**src/rtl/rand_seq_pkg.sv**
```systemverilog
// Shared types and constants for the rand_seq_counter slice: step modes and
// a table of maximal-length Galois tap masks (right-shift form) for widths 3..16.
package rand_seq_pkg;

  typedef enum logic [1:0] {
    SEQ_UP   = 2'b00,
    SEQ_DOWN = 2'b01,
    SEQ_LFSR = 2'b10,
    SEQ_HOLD = 2'b11
  } seq_mode_e;

  localparam int SEQ_MIN_WIDTH = 3;
  localparam int SEQ_MAX_WIDTH = 16;

  // Taps for lsb-out, shift-right Galois LFSRs; each gives period 2^w-1.
  function automatic logic [15:0] max_poly(input int width);
    logic [15:0] taps;
    case (width)
      3:       taps = 16'h0006;
      4:       taps = 16'h000C;
      5:       taps = 16'h0014;
      6:       taps = 16'h0030;
      7:       taps = 16'h0060;
      8:       taps = 16'h00B8;
      9:       taps = 16'h0110;
      10:      taps = 16'h0240;
      11:      taps = 16'h0500;
      12:      taps = 16'h0829;
      13:      taps = 16'h100D;
      14:      taps = 16'h2015;
      15:      taps = 16'h6000;
      16:      taps = 16'hD008;
      default: taps = 16'h0000;
    endcase
    return taps;
  endfunction

endpackage

```
**src/rtl/rand_seq_step.sv**
```systemverilog
// Combinational next-value and wrap-condition logic for one counter step;
// the caller decides whether the step is actually taken.
module rand_seq_step
  import rand_seq_pkg::*;
#(
  parameter int               WIDTH = 3,
  parameter logic [WIDTH-1:0] POLY  = 'h6,
  parameter logic [WIDTH-1:0] SEED  = 1
) (
  input  logic [WIDTH-1:0] cur,
  input  seq_mode_e        mode,
  output logic [WIDTH-1:0] nxt,
  output logic             wrap_hit
);

  localparam logic [WIDTH-1:0] ALL_ONES = {WIDTH{1'b1}};
  localparam logic [WIDTH-1:0] ZERO     = {WIDTH{1'b0}};
  localparam logic [WIDTH-1:0] ONE      = WIDTH'(1);

  logic [WIDTH-1:0] shifted;

  assign shifted = cur >> 1;

  // A zero state would lock the LFSR, so it is steered back to SEED silently.
  always_comb begin
    nxt      = cur;
    wrap_hit = 1'b0;
    case (mode)
      SEQ_UP: begin
        nxt      = cur + ONE;
        wrap_hit = (cur == ALL_ONES);
      end
      SEQ_DOWN: begin
        nxt      = cur - ONE;
        wrap_hit = (cur == ZERO);
      end
      SEQ_LFSR: begin
        if (cur == ZERO) begin
          nxt      = SEED;
          wrap_hit = 1'b0;
        end else begin
          nxt      = cur[0] ? (shifted ^ POLY) : shifted;
          wrap_hit = ((cur[0] ? (shifted ^ POLY) : shifted) == SEED);
        end
      end
      default: begin
        nxt      = cur;
        wrap_hit = 1'b0;
      end
    endcase
  end

endmodule

```
**src/rtl/rand_seq_counter.sv**
```systemverilog
// Up/down/LFSR/hold counter with synchronous load and a one-cycle wrap pulse.
// Define RAND_SEQ_COUNTER_GRAY_EN to add a registered Gray-coded copy of led.
module rand_seq_counter
  import rand_seq_pkg::*;
#(
  parameter int               WIDTH = 3,
  parameter logic [WIDTH-1:0] POLY  = 'h6,
  parameter logic [WIDTH-1:0] SEED  = 1
) (
  input  logic             clk,
  input  logic             reset,
  input  logic             en,
  input  logic [1:0]       mode,
  input  logic             load,
  input  logic [WIDTH-1:0] load_val,
  output logic [WIDTH-1:0] led,
  output logic             wrap
`ifdef RAND_SEQ_COUNTER_GRAY_EN
  ,
  output logic [WIDTH-1:0] gray
`endif
);

  seq_mode_e        mode_e;
  logic [WIDTH-1:0] step_val;
  logic             step_wrap;
  logic [WIDTH-1:0] led_d;
  logic             wrap_d;

  assign mode_e = seq_mode_e'(mode);

  rand_seq_step #(
    .WIDTH (WIDTH),
    .POLY  (POLY),
    .SEED  (SEED)
  ) u_step (
    .cur      (led),
    .mode     (mode_e),
    .nxt      (step_val),
    .wrap_hit (step_wrap)
  );

  // Load beats stepping; loading zero in LFSR mode would lock it, so use SEED.
  always_comb begin
    led_d  = led;
    wrap_d = 1'b0;
    if (load) begin
      led_d = ((mode_e == SEQ_LFSR) && (load_val == '0)) ? SEED : load_val;
    end else if (en) begin
      led_d  = step_val;
      wrap_d = step_wrap;
    end
  end

  always_ff @(posedge clk or posedge reset) begin
    if (reset) begin
      led  <= SEED;
      wrap <= 1'b0;
    end else begin
      led  <= led_d;
      wrap <= wrap_d;
    end
  end

`ifdef RAND_SEQ_COUNTER_GRAY_EN
  always_ff @(posedge clk or posedge reset) begin
    if (reset) begin
      gray <= SEED ^ (SEED >> 1);
    end else begin
      gray <= led_d ^ (led_d >> 1);
    end
  end
`endif

endmodule

```
**config.mk**
```make
export PLATFORM = sky130hd
export DESIGN_NAME = rand_seq_counter
export DESIGN_NICKNAME = d
export VERILOG_FILES = /design/src/rtl/rand_seq_pkg.sv /design/src/rtl/rand_seq_step.sv /design/src/rtl/rand_seq_counter.sv
export SDC_FILE = /design/constraint.sdc
export NUM_CORES = 1
export LEC_CHECK = 0
export ABC_AREA = 1
export ABC_CLOCK_PERIOD_IN_PS = 4050
export CAP_MARGIN = 5
export CORE_AREA = 2 2 39 41
export CTS_BUF_LIST = sky130_fd_sc_hd__clkbuf_8 sky130_fd_sc_hd__clkbuf_16
export DETAILED_ROUTE_END_ITERATION = 16
export DIE_AREA = 0 0 41 43
export PLACE_DENSITY_LB_ADDON = 0.05
export SLEW_MARGIN = 30
export SYNTH_ARGS = -nofsm -noshare
export SYNTH_HDL_FRONTEND = slang
export SYNTH_HIERARCHICAL = 1
export SYNTH_SLANG_ARGS = --single-unit
```
**constraint.sdc**
```tcl
create_clock -name clk -period 4.05 [get_ports clk]
set_input_delay 0.6075 -clock clk [delete_from_list [all_inputs] [get_ports clk]]
set_output_delay 0.6075 -clock clk [all_outputs]
set_load 0.05 [all_outputs]
```
## After elaboration in Yosys (flattened, before gate mapping)

Index checks and enable logic that the tools add are counted.

| word-level totals | value |
|---|---|
| register bits after elaboration | 4 |
| logic and storage cells | 26 |

| operators by class | value |
|---|---|
| reductions and logical operators | 7 |
| add/subtract/negate cells | 2 |
| bitwise operators | 1 |
| multiplexer cells | 10 |
| eq/ne operators | 4 |

Operator list:

| kind | count |
|---|---|
| 3-bit 2-to-1 mux | 5 |
| 3-bit one-hot mux with 3 select lines | 1 |
| 3-bit logical NOT | 2 |
| 4-bit nonzero test | 1 |
| 3-bit by 1-bit adder with 3-bit output (second input constant) | 1 |
| 3-bit by 1-bit equality test with 1-bit output (second input constant) | 1 |
| 3-bit equality test (second input constant) | 1 |
| 1-bit 2-to-1 mux | 3 |
| 1-bit one-hot mux with 3 select lines | 1 |
| 3-bit by 1-bit subtractor with 3-bit output (second input constant) | 1 |
| 2-bit by 1-bit equality test with 1-bit output (second input constant) | 1 |
| 2-bit equality test (second input constant) | 1 |
| 2-bit logical NOT | 1 |
| 1-bit NOT with 2-bit output | 1 |
| 2-bit AND reduction | 1 |
| 2-bit nonzero test | 1 |
| 1-bit logical AND | 1 |

## Logic depth before layout (Yosys ltp)

| depth | value |
|---|---|
| word-level depth | 7 |
| mapped depth | 14 |

## By module

Netlist, hierarchy kept.

Modules (own cells, without submodules):

| module | area an instance (um^2) | cells an instance | seq. area each (um^2) | times used |
|---|---|---|---|---|
| rand_seq_step | 206.4 | 44 | 0.0 | 1 |
| rand_seq_counter | 196.4 | 28 | 101.3 | 1 |

## Worst setup path before layout

Ideal clock, no wire load.

| path | value |
|---|---|
| path kind | in2reg |
| start | in mode[0] |
| end | reg led[2] |
| arrival time | 1.535 ns |
| stages on the path | 14 |
| slack | 2.388 ns |
| buffers on the path | 1 |
| path through | buf_4 > nand2_2 > nand2_1 > nand2_1 > inv_1 > ha_1 > inv_1 > nand2_2 > inv_1 > nand2_1 > nand3_1 > nand2_1 > nand3_1 > nand3_1 |

| between the ends | value |
|---|---|
| word-level cells in the longest chain between the ends | 4 |
| elaborated cells between the ends (all ways) | 10 |
| classes of those cells | eq/ne: 2; mux: 4; reduce/logical: 4 |

Ends and longest elaborated chain:

| item | RTL line | source |
|---|---|---|
| start: declaration | rand_seq_counter.sv:13 | `input logic [1:0] mode,` |
| 2-bit equality test (tied with other cells) | rand_seq_step.sv:28 | `case (mode)` |
| 3-bit one-hot mux with 3 select lines (*) | rand_seq_step.sv:28 |  |
| via step_val[2] | rand_seq_counter.sv:25 | `logic [WIDTH-1:0] step_val;` |
| 3-bit 2-to-1 mux (*) | rand_seq_counter.sv:49 | `end else if (en) begin` |
| 3-bit 2-to-1 mux (*) | rand_seq_counter.sv:47 | `if (load) begin` |
| end signal: assignment | rand_seq_counter.sv:60 | `led <= led_d;` |
| end: declaration | rand_seq_counter.sv:16 | `output logic [WIDTH-1:0] led,` |

Mark *: on every way through the listed nets, which the timed path passes. The rest lies on a longest branch. The select of a mux whose other input is x is not followed.
A chain may end at the register's enable or synchronous reset.

## Worst setup path in the final report

| path | value |
|---|---|
| start | reg led[0] |
| end | out led[0] |

No word-level cell between the ends.

==> metrics <==
status=finished, final reports clean; vias after detailed routing=473; remaining routing DRC violations=0; Slew Limit Headroom=67.2%; post-route cell area=581 um2; Netlist Area Pre-Place=403 um2; clock slew seen by the registers of the worst setup and hold paths=30 ps; flop-to-flop setup slack=2560 ps; fin cells=103; family with the most delay on the worst path=buffers and inverters; most used cells in the layout excluding fill and tap cells=26 x sky130_fd_sc_hd__nand2_1, 12 x sky130_fd_sc_hd__inv_1, 12 x sky130_fd_sc_hd__nand3_1, 12 x sky130_fd_sc_hd__clkdlybuf4s50_1, 10 x sky130_fd_sc_hd__nor2_1; Synth Register Bits=4; commonest non-fill, non-tap cell in the layout=sky130_fd_sc_hd__nand2_1; core area=1380 um2; number of endpoints with negative hold slack in the final report=0; CTS resizes=0; Max Clock Freq=0.446 GHz; Post-DP HPWL=772 um; placer's final routability congestion estimate=0.746; effective utilization at floorplan=29.1%; leakage power=0.307 nW; required time of the worst setup path=3440 ps; pin count of the biggest net entering global routing=10; Pre-Repair DR Iteration Count=4; synthesized area divided by synthesized cell count=5.60 um2; Power, Total=0.211 mW; Detailed Route WL=1000 um; TritonCTS Sinks=4; hold bufs inserted after CTS=0; Net count, final=98; synthesized instance count=72; synthesized netlist net count=82; vias per std cell=4.59; residual antenna-violating net count after detailed routing=0; later-pin clock latency in the skew report=210 ps; crit path DAT=1640 ps; hold-critical path endpoint=led[0]$_DFFE_PP1P_; source of the worst hold timing path=led[0]$_DFFE_PP1P_; H-tree depth reported by CTS=1; Num CTS Buffers=3; launching element of the worst setup path=led[0]$_DFFE_PP1P_; number of warnings issued by yosys=6; number of buffers on the longest clock path=2; count of pins over their slew limit=0; total of fill cells in the finished design=166; layout overhead on the synthesized area=44.1%; Critical Path Sink Type=output port; slew of the pin with the lowest slew margin=490 ps; maximum VDD drop=143 uV; HP Class=register to register; fraction of layout instances using a drive strength above 1=9.20%; total negative slack for setup checks=0 ps; Largest stage delay, worst path=830 ps; Cell Rows=14; portion of the post-synthesis area used by sequential elements=25.2%; worst flop-to-flop path startpoint=led[1]$_DFFE_PP0P_; CTS root buffer=sky130_fd_sc_hd__clkbuf_8; First DRT Iteration DRCs=12; GRT Overall Usage=14.5%; # Max-Cap Violations=0; post-CTS setup buffer count=0; critical-path cell list=clkdlybuf4s50_1; crit path max fanout=8; Setup crit start kind=register; initial antenna violation count=0; min cycle time layout=2240 ps; Distinct cells, synth=14; total instance count after detailed placement=99; vertical die dimension=43 um; share of the clock period used by the worst path after layout=55.4%; clock tree skew after final layout=5.40 ps; clock tree from TritonCTS=yes; CP max-delay cell=sky130_fd_sc_hd__clkdlybuf4s50_1; total power per unit cell area=364 nW/um2; buffers and inverters on the worst path=1; number of global-route vias before repair=429; RSZ-0062 raised after global routing=false; worst flop-to-flop path endpoint=led[2]$_DFFE_PP0P_; diodes inserted=0; Crit Path Class=register to output port; hold depth=2; Die W=41 um; core utilization of the finished layout=42.0%; wire length of the first global-routing pass=1680 um; instance area at placement=536 um2; total I/O pin count=13; number of setup violations in the final report=0; Remaining Overflow, GRT=0; count of input and output buffers=12; average wire per standard cell=9.75 um; floorplan die area=1760 um2; number of cells on the worst reg-to-reg path=13
==> synthesized netlist by cell type <==
library cell | n | area share (%)
sky130_fd_sc_hd__nand2_2 | 2 | 3.1
sky130_fd_sc_hd__o22ai_1 | 1 | 1.6
sky130_fd_sc_hd__buf_4 | 1 | 1.9
sky130_fd_sc_hd__ha_1 | 1 | 3.1
sky130_fd_sc_hd__o21ai_0 | 1 | 1.2
sky130_fd_sc_hd__nand2_1 | 26 | 24
sky130_fd_sc_hd__nor2_1 | 10 | 9.3
sky130_fd_sc_hd__inv_2 | 1 | 0.93
sky130_fd_sc_hd__nand3_1 | 12 | 15
sky130_fd_sc_hd__inv_1 | 11 | 10
sky130_fd_sc_hd__dfrtp_1 | 3 | 19
sky130_fd_sc_hd__o211ai_1 | 1 | 1.9
sky130_fd_sc_hd__dfstp_2 | 1 | 6.5
sky130_fd_sc_hd__nand3_2 | 1 | 2.5
==> metrics by stage <==
| step | setup slack [ps] | hold WS, ps |
|---|---|---|
| floorplan | 2390 | 373 |
| global placement | 1700 | 528 |
| detailed placement | 1660 | 525 |
| CTS | 1800 | 529 |
| global route | 1700 | 557 |
| finish | 1810 | 529 |
==> state kept, by name (all words and copies together), names as in the netlist <==
| register | count |
|---|---|
| led | 3 |
| wrap | 1 |
==> kinds of logic (layout without fill, tap and decap cells) <==
logic type | after synthesis | after routing | share of synthesized area [%]
AO/OA/AOI/OAI | 3 | 3 | 4.66
AND/OR/NAND/NOR | 51 | 51 | 54.0
adder cells (fa/ha/maj) | 1 | 1 | 3.11
buffers and inverters | 13 | 28 | 13.0
flip-flops | 4 | 4 | 25.2
==> worst max-delay path by stage <==
stage                               to  slack [ps]  cells after the start
CTS                             led[0]        1800                      1
floorplan           led[2]$_DFFE_PP0P_        2390                     14
global placement    led[2]$_DFFE_PP0P_        1700                     15
global route        led[2]$_DFFE_PP0P_        1700                     15
detailed placement  led[2]$_DFFE_PP0P_        1660                     15
finish                          led[0]        1810                      1
==> power by group <==
part	switching [mW]	internal [mW]	total, mW
Combinational	0.0436	0.0286	0.0722
Clock	0.0197	0.0645	0.0843
Sequential	0.00902	0.0456	0.0546
Total	0.0724	0.139	0.211
==> metal layers <==
metal	vias to the layer above	track usage (%)	routed length, um
li1	254	-	-
met2	19	22.2	477
met3	0	3.14	49
met4	0	8.00	0
met1	200	18.0	477
met5	-	0	0
==> layout make-up <==
class / count / area, um2 / area share, %
clock buffer: 3 / 41.3 / 7.11
clock inverter: 1 / 3.75 / 0.647
inverter: 12 / 45.0 / 7.76
multi-input combinational: 55 / 249 / 42.9
sequential: 4 / 101 / 17.5
tap: 16 / 20.0 / 3.45
timing repair buffer: 12 / 120 / 20.7
(Power assumes the default switching activity.)
